===== src/rtl/xnor_compare_pipe.sv =====
// Two-stage masked XNOR comparator with popcount,
// equality flag and consecutive-match run detector.
module xnor_compare_pipe #(
  parameter  int WIDTH   = 8,
  parameter  int RUN_LEN = 4,
  localparam int POP_W   = $clog2(WIDTH + 1),
  localparam int CNT_W   = $clog2(RUN_LEN + 1)
) (
  input  logic             clk,
  input  logic             rst,
  input  logic             clear,
  input  logic             in_valid,
  output logic             in_ready,
  input  logic [WIDTH-1:0] inA,
  input  logic [WIDTH-1:0] inB,
  input  logic [WIDTH-1:0] mask,
  output logic             out_valid,
  input  logic             out_ready,
  output logic [WIDTH-1:0] outY,
  output logic [POP_W-1:0] out_pop,
  output logic             out_eq,
  output logic [CNT_W-1:0] run_count,
  output logic             run_hit
);

  typedef enum logic [1:0] {
    IDLE     = 2'd0,
    COUNTING = 2'd1,
    HIT      = 2'd2
  } run_state_t;

  localparam logic [CNT_W-1:0] RUN_MAX = CNT_W'(RUN_LEN);
  localparam logic [CNT_W-1:0] CNT_ONE = CNT_W'(1);

  logic             s1_valid;
  logic [WIDTH-1:0] s1_y;
  logic             s1_eq;
  logic             s2_valid;
  logic             s2_load;
  logic             in_fire;
  logic [CNT_W-1:0] cnt;
  logic [CNT_W-1:0] cnt_n;
  logic [CNT_W-1:0] cnt_inc;
  run_state_t       state;
  run_state_t       state_n;

  function automatic logic [POP_W-1:0] popcnt(
    input logic [WIDTH-1:0] v
  );
    logic [POP_W-1:0] s;
    s = '0;
    for (int i = 0; i < WIDTH; i++) begin
      s = s + POP_W'(v[i]);
    end
    return s;
  endfunction

  // Handshake and stage-advance qualifiers
  always_comb begin
    in_ready  = !clear && (!s1_valid || !s2_valid || out_ready);
    in_fire   = in_valid && in_ready;
    s2_load   = s1_valid && (!s2_valid || out_ready);
    s1_eq     = &s1_y;
    out_valid = s2_valid;
    cnt_inc   = cnt + CNT_ONE;
  end

  // Stage 1: capture the masked XNOR vector
  always_ff @(posedge clk or posedge rst) begin
    if (rst) begin
      s1_valid <= 1'b0;
      s1_y     <= '0;
    end else if (clear) begin
      s1_valid <= 1'b0;
    end else begin
      if (in_fire) begin
        s1_valid <= 1'b1;
        s1_y     <= ~(inA ^ inB) | ~mask;
      end else if (s2_load) begin
        s1_valid <= 1'b0;
      end
    end
  end

  // Stage 2: result vector, popcount and equality flag
  always_ff @(posedge clk or posedge rst) begin
    if (rst) begin
      s2_valid <= 1'b0;
      outY     <= '0;
      out_pop  <= '0;
      out_eq   <= 1'b0;
    end else if (clear) begin
      s2_valid <= 1'b0;
    end else begin
      if (s2_load) begin
        s2_valid <= 1'b1;
        outY     <= s1_y;
        out_pop  <= popcnt(s1_y);
        out_eq   <= s1_eq;
      end else if (out_ready) begin
        s2_valid <= 1'b0;
      end
    end
  end

  // Run detector state register
  always_ff @(posedge clk or posedge rst) begin
    if (rst) begin
      state <= IDLE;
      cnt   <= '0;
    end else if (clear) begin
      state <= IDLE;
      cnt   <= '0;
    end else begin
      state <= state_n;
      cnt   <= cnt_n;
    end
  end

  // Run detector next state, advancing only on S2 load
  always_comb begin
    state_n = state;
    cnt_n   = cnt;
    if (s2_load) begin
      unique case (state)
        IDLE: begin
          if (s1_eq) begin
            cnt_n   = CNT_ONE;
            state_n = (RUN_MAX == CNT_ONE) ? HIT : COUNTING;
          end
        end
        COUNTING: begin
          if (s1_eq) begin
            cnt_n   = cnt_inc;
            state_n = (cnt_inc == RUN_MAX) ? HIT : COUNTING;
          end else begin
            cnt_n   = '0;
            state_n = IDLE;
          end
        end
        HIT: begin
          if (!s1_eq) begin
            cnt_n   = '0;
            state_n = IDLE;
          end
        end
        default: begin
          cnt_n   = '0;
          state_n = IDLE;
        end
      endcase
    end
  end

  // Run detector outputs
  always_comb begin
    run_count = cnt;
    run_hit   = (state == HIT);
  end

endmodule


===== config.mk =====
export PLATFORM = sky130hd
export DESIGN_NAME = xnor_compare_pipe
export DESIGN_NICKNAME = d
export VERILOG_FILES = /design/src/rtl/xnor_compare_pipe.sv
export SDC_FILE = /design/constraint.sdc
export NUM_CORES = 1
export LEC_CHECK = 0
export ABC_AREA = 0
export BUFFER_PORTS_ARGS = -buffer_cell sky130_fd_sc_hd__buf_2
export CORE_MARGIN = 5
export CORE_UTILIZATION = 35
export CTS_CLUSTER_SIZE = 12
export DETAILED_ROUTE_END_ITERATION = 8
export HOLD_SLACK_MARGIN = 0.06
export PLACE_DENSITY = 0.61
export SLEW_MARGIN = 20
export SYNTH_ARGS = -nofsm -noshare
export SYNTH_HDL_FRONTEND = slang
export SYNTH_SLANG_ARGS = --single-unit

===== constraint.sdc =====
create_clock -name clk -period 6.09 [get_ports clk]
set_clock_uncertainty 0.15 [all_clocks]
set_input_delay 0.9135 -clock clk [delete_from_list [all_inputs] [get_ports clk]]
set_output_delay 0.9135 -clock clk [all_outputs]
set_load 0.05 [all_outputs]

==> results_dict.tcl, run 1 <==
set metrics [dict create \
    die_area_um2 5840 \
    multi_input_area_um2 764 \
    min_path_type "reg -> reg" \
    numCtsBuffers 3 \
    crit_required_ns 6.11 \
    seqCellArea_um2 701 \
    pwr-share-comb_pct 42.4 \
    r2r_end "out_pop[2]" \
    antenna_found_initial 0 \
    initial_core_util_pct 35.7 \
    drcViolationCount 0 \
    reg2regPathDepth 10 \
    grt_pass1_vias 1193 \
    grt_usage_pct 11.4 \
    drtPass1Iterations 4 \
    worstPathMaxFanout 4 \
    cts_resized 0 \
    switching_power_uw 279 \
    max-cap-violations 0 \
    clk_pin_slew_ns 0.10 \
    h-tree-depth 1 \
    seq_power_share_pct 36.4 \
    reg2reg_from "s1_y[0]" \
    post-synth-top-count-cell "dfrtp_1" \
    fin_crit_sh_pct 52.4 \
    vdd_drop_max_uv 177 \
    io_buffers 47 \
    syn_to_final_growth_pct 22.3 \
    avgSynthCellArea_um2 11.4 \
    synth_warnings 0 \
    tightest_slew_ns 0.702 \
    slew_viol_final 0 \
    die_w_um 76.4 \
    cts_num_sinks 28 \
    layout-drive-gt1-share_pct 38.5 \
    synth_edf_count 0 \
    setup_viol 0 \
    slew_headroom_pct 53.2 \
    ant_nets 0 \
    yosysUniqueCellTypes 33 \
    power_density_nw_per_um2 364 \
    fp.dieH_um 76.4 \
    hold_violations 0 \
    fmax_ghz 0.313 \
    outcome "complete, no violations" \
    ys_seq_area_share_pct 45.3 \
    routabilityCongestion 0.741 \
    detailed_place_hpwl_um 2470 \
    crit_path_start_kind "flop" \
    coreArea_um2 4320 \
    io_pins 48 \
    grt_setup_unrepaired "false" \
    rows 24 \
    vias 1149 \
    synth_top_cell_by_area "dfrtp_1" \
    cts_root_buf "clkbuf_8" \
    clkPwrFrac_pct 21.2 \
    p_sw_share_pct 40.5 \
    worstHoldStart "outY[5]" \
    r2r_slack_ns 2.90 \
    critPathCaptureType "flop" \
    synth_flop_cell "dfrtp_1" \
    syn-instance-count 136 \
    power.leakage_nw 0.861 \
    via_per_inst 4.91 \
    fillers 421 \
    clockBufferDepth 2 \
    internal_power_uw 409 \
    ys_async_sr_fraction_pct 100 \
    synthTopCellsByCount "dfrtp_1, a21oi_1, inv_1" \
    wirelength_um 3170 \
    cts_tree "done" \
    crit_arrival_ns 3.21 \
    gr-total-overflow 0 \
    cts_setup_buffers 0 \
    finalNetCount 222 \
    ys_top_cells_by_area "dfrtp_1, mux2_2, fa_1, ha_1, a21oi_1" \
    ys_ff_latch 28 \
    fin_tns_setup_ns 0 \
    drt_iter0_drc 38 \
    grt_pass1_wl_um 5630 \
    critical_path_class "reg -> reg" \
    holdBufCountCts 0 \
    clock_latency_ns 0.27 \
    grt_start_max_net_pins 29 \
    post_drt_wl_per_cell_um 13.6 \
    fin_util_pct 43.7 \
    yosysTopAreaCellShare_pct 45.3 \
    min_period_ns 3.19 \
    min_path_cells 1 \
    antennaDiodeCount 0 \
    syn_nets 175 \
    hold_end "outY[5]" \
    syn_area_um2 1550 \
]
[layout make-up]
type	count	area share [%]
Clock buffer	3	2.19
Inverter	14	2.78
Tap cell	52	3.44
Sequential cell	28	37.1
Timing Repair Buffer	47	12.5
Multi-Input combinational cell	89	40.5
Clock inverter	1	1.59
[metal layers]
layer  GRT usage [%]  wire, um  up-vias
li1                -         -      573
met1            15.2      1470      534
met2            18.0      1450       38
met3            3.07       215        4
met4            3.15        34        0
met5               0         0        -
[power groups by stage]
stage | registers [mW] | clock network [mW] | logic, mW
final | 0.250 | 0.146 | 0.292
after global routing | 0.256 | 0.161 | 0.320
after CTS | 0.251 | 0.153 | 0.296
after detailed placement | 0.255 | 0 | 0.296
after global placement | 0.254 | 0 | 0.293
after floorplan | 0.357 | 0 | 0.123
[worst max-delay path by stage]
stage / from / end / slack, ns
4_1_cts: s1_y[0] / out_pop[2] / 2.87
2_1_floorplan: s1_y[0] / out_pop[2] / 2.98
3_3_place_gp: s1_y[0] / out_pop[2] / 2.94
3_5_place_dp: s1_y[0] / out_pop[2] / 2.88
5_1_grt: s1_y[0] / out_pop[2] / 2.74
6_report: s1_y[0] / out_pop[2] / 2.90
[critical path: stages, from the launching register on]
cell	delay, ns
dfrtp_1	0.44
fa_1	0.54
inv_1	0.05
fa_1	0.49
fa_1	0.40
inv_1	0.06
ha_1	0.15
inv_1	0.05
fa_1	0.37
xnor2_1	0.13
mux2_2	0.25
[cells by family after synthesis]
| logic type | Yosys count | synth area share, % |
|---|---|---|
| XOR/XNOR | 9 | 5.10 |
| buffers and inverters | 19 | 5.18 |
| AND/OR/NAND/NOR | 26 | 12.4 |
| adder cells (fa/ha/maj) | 10 | 10.0 |
| AO/OA/AOI/OAI | 33 | 13.9 |
| flip-flops | 28 | 45.3 |
| multiplexers | 11 | 8.02 |
[metrics by stage]
stage               hold slack, ns  total power [mW]  std cells  area [um^2]  setup WS, ns
floorplan                    0.395             0.479        136         1550          2.98
global placement             0.335             0.547        230         1820          2.94
detailed placement           0.345             0.551        230         1820          2.88
CTS                          0.369             0.701        234         1890          2.87
global route                 0.383             0.737        234         1890          2.74
finish                       0.363             0.688        234         1890          2.90
[flip-flops by register name (all words and copies together) (netlist names)]
name and count:
s1_valid 1, out_eq 1, state 2, outY 8, run_count 3, out_pop 4
out_valid 1, s1_y 8
[layout by cell type, fill, tap and decap left out, types with 5 or more instances in the layout]
| cell type | Yosys | final |
|---|---|---|
| a41oi_1 | 8 | 8 |
| buf_2 | 1 | 47 |
| inv_1 | 13 | 12 |
| dfrtp_1 | 28 | 28 |
| a21oi_1 | 14 | 14 |
| nor2_1 | 5 | 5 |
| mux2_2 | 11 | 11 |
| xor2_1 | 8 | 8 |
| ha_1 | 6 | 6 |
Power figures use the tool's default switching activity.
==> run 2, diff against run 1 <==
Clock period 6.09 ns to 2.95 ns, I/O delays scaled along.
==> run 2 against run 1 <==
Compared with the run above: the flow now finishes with violations (setup timing); clock power increased by 110%; count of clock-buffer cells in the layout is the same; non-clock buffer count rose by 5; final area increased by 2.6%; critical endpoint unchanged; worst hold slack got worse by 0.30 ns; setup slack lost 3.1 ns.
==> results_dict.tcl, run 2 (synthesized netlist as in run 1, its figures left out) <==
set metrics [dict create \
    gr-total-overflow 0 \
    fin_crit_sh_pct 107 \
    fmax_ghz 0.315 \
    endpoint "out_pop[2]" \
    crit_arrival_ns 3.19 \
    cts_root_buf "clkbuf_8" \
    cts_setup_buffers 0 \
    post-place-ws_ns -0.191 \
    finalNetCount 227 \
    cts_tree "done" \
    final_common_cell "buf_2" \
    initial_core_util_pct 35.7 \
    holdBufCountCts 0 \
    tightest_slew_ns 0.726 \
    critical_path_class "reg -> reg" \
    min_path_type "in -> async" \
    cts_num_sinks 28 \
    power.total_mw 1.48 \
    power_density_nw_per_um2 764 \
    critPathCaptureType "flop" \
    die_w_um 76.4 \
    fillers 426 \
    via_per_inst 4.87 \
    io_buffers 47 \
    drcViolationCount 0 \
    slew_headroom_pct 51.5 \
    io_pins 48 \
    power.leakage_nw 0.886 \
    post_drt_wl_per_cell_um 13.9 \
    vdd_drop_max_uv 373 \
    r2r_slack_ns -0.22 \
    fp.dieH_um 76.4 \
    whs_ns 0.0617 \
    rows 24 \
    wirelength_um 3310 \
    most-common-layout-cells "buf_2, dfrtp_1, a21oi_1" \
    coreArea_um2 4320 \
    layout-drive-gt1-share_pct 41.7 \
    placed_area_um2 1860 \
    antennaDiodeCount 0 \
    numCtsBuffers 3 \
    setup_slack_ns -0.221 \
    ant_nets 0 \
    r2r_end "out_pop[2]" \
    min_period_ns 3.17 \
    grt_pass1_wl_um 5540 \
    grt_setup_unrepaired "true" \
    clk_pin_slew_ns 0.10 \
    syn_to_final_growth_pct 25.5 \
    fin_tns_setup_ns -0.301 \
    outcome "finished with violations" \
    antenna_found_initial 0 \
    drtPass1Iterations 4 \
    max-cap-violations 0 \
    vias 1165 \
    drt_iter0_drc 62 \
    reg_top3 "outY (8), s1_y (8), out_pop (4)" \
    crit_required_ns 2.97 \
    worstPathMaxFanout 2 \
    grt_start_max_net_pins 29 \
    crit_path_start_kind "flop" \
    clock_latency_ns 0.28 \
    detailed_place_hpwl_um 2510 \
    clockBufferDepth 2 \
    reg2reg_from "s1_y[0]" \
    hold_violations 0 \
    grt_usage_pct 11.4 \
    violations "setup timing" \
    h-tree-depth 1 \
    setup_viol 2 \
    design_area_um2 1940 \
    grt_pass1_vias 1183 \
    slew_viol_final 0 \
    routabilityCongestion 0.695 \
    die_area_um2 5840 \
    reg2regPathDepth 10 \
    crit_start "s1_y[0]" \
]
[run 2: cell types whose count changed in the layout (fill, tap and decap cells not counted)]
cell / change
mux2_4: +1
mux2_2: -1
a21oi_1: -1
buf_4: +5
ha_1: -1
fa_1: -1
ha_2: +1
a21oi_2: +1
fa_2: +1
[run 2: what timing repair did]
action | in CTS | in global routing
setup endpoints to repair | 2 | 2
pin swaps | 0 | 0
resized for setup | 3 | 1
[run 2: layer usage]
layer  routed length [um]  track usage [%]  vias to the layer above
met4                   46             3.67                        0
met1                 1590             16.0                      538
met3                  184             2.48                        5
li1                     -                -                      582
met2                 1500             17.3                       40
met5                    0                0                        -
[run 2: how the worst min path moves through the flow]
stage	start	to	slack, ns	cells after the start
after global placement	outY[3]	outY[3]	0.34	1
final	rst	run_count[0]	0.06	3
after detailed placement	outY[6]	outY[6]	0.34	1
after floorplan	rst	outY[0]	0.36	1
after CTS	rst	run_count[0]	0.07	3
after global routing	rst	run_count[0]	0.09	3
[run 2: worst max-delay path, stage by stage (launching register included)]
cell and delay, ns:
dfrtp_1 0.41, fa_1 0.53, inv_1 0.05, fa_1 0.49, fa_1 0.41, inv_1 0.07, ha_2 0.18, inv_2 0.04
fa_2 0.33, xnor2_1 0.14, mux2_4 0.26
[run 2: cell type report]
type | count | area (um^2) | area share, %
clock buffers | 3 | 41.3 | 2.13
clock inverters | 1 | 30.0 | 1.55
inverters | 14 | 52.6 | 2.71
multi-input cells | 89 | 777 | 40.1
flip-flops and latches | 28 | 701 | 36.1
well taps | 52 | 65.1 | 3.35
repair buffers | 52 | 273 | 14.1
[run 2: power breakdown]
part           total, mW  internal [mW]  leakage, nW  switching, mW
Combinational      0.664          0.233        0.527          0.431
Clock              0.307          0.182       0.0357          0.126
Sequential         0.510          0.461        0.323         0.0492
Total               1.48          0.876        0.886          0.606
[run 2: metrics by stage]
stage               utilization, %  instances
finish                        44.8        239
detailed placement            43.0        235
floorplan                        -        136
CTS                           44.8        239
global route                  44.8        239
global placement              43.0        235
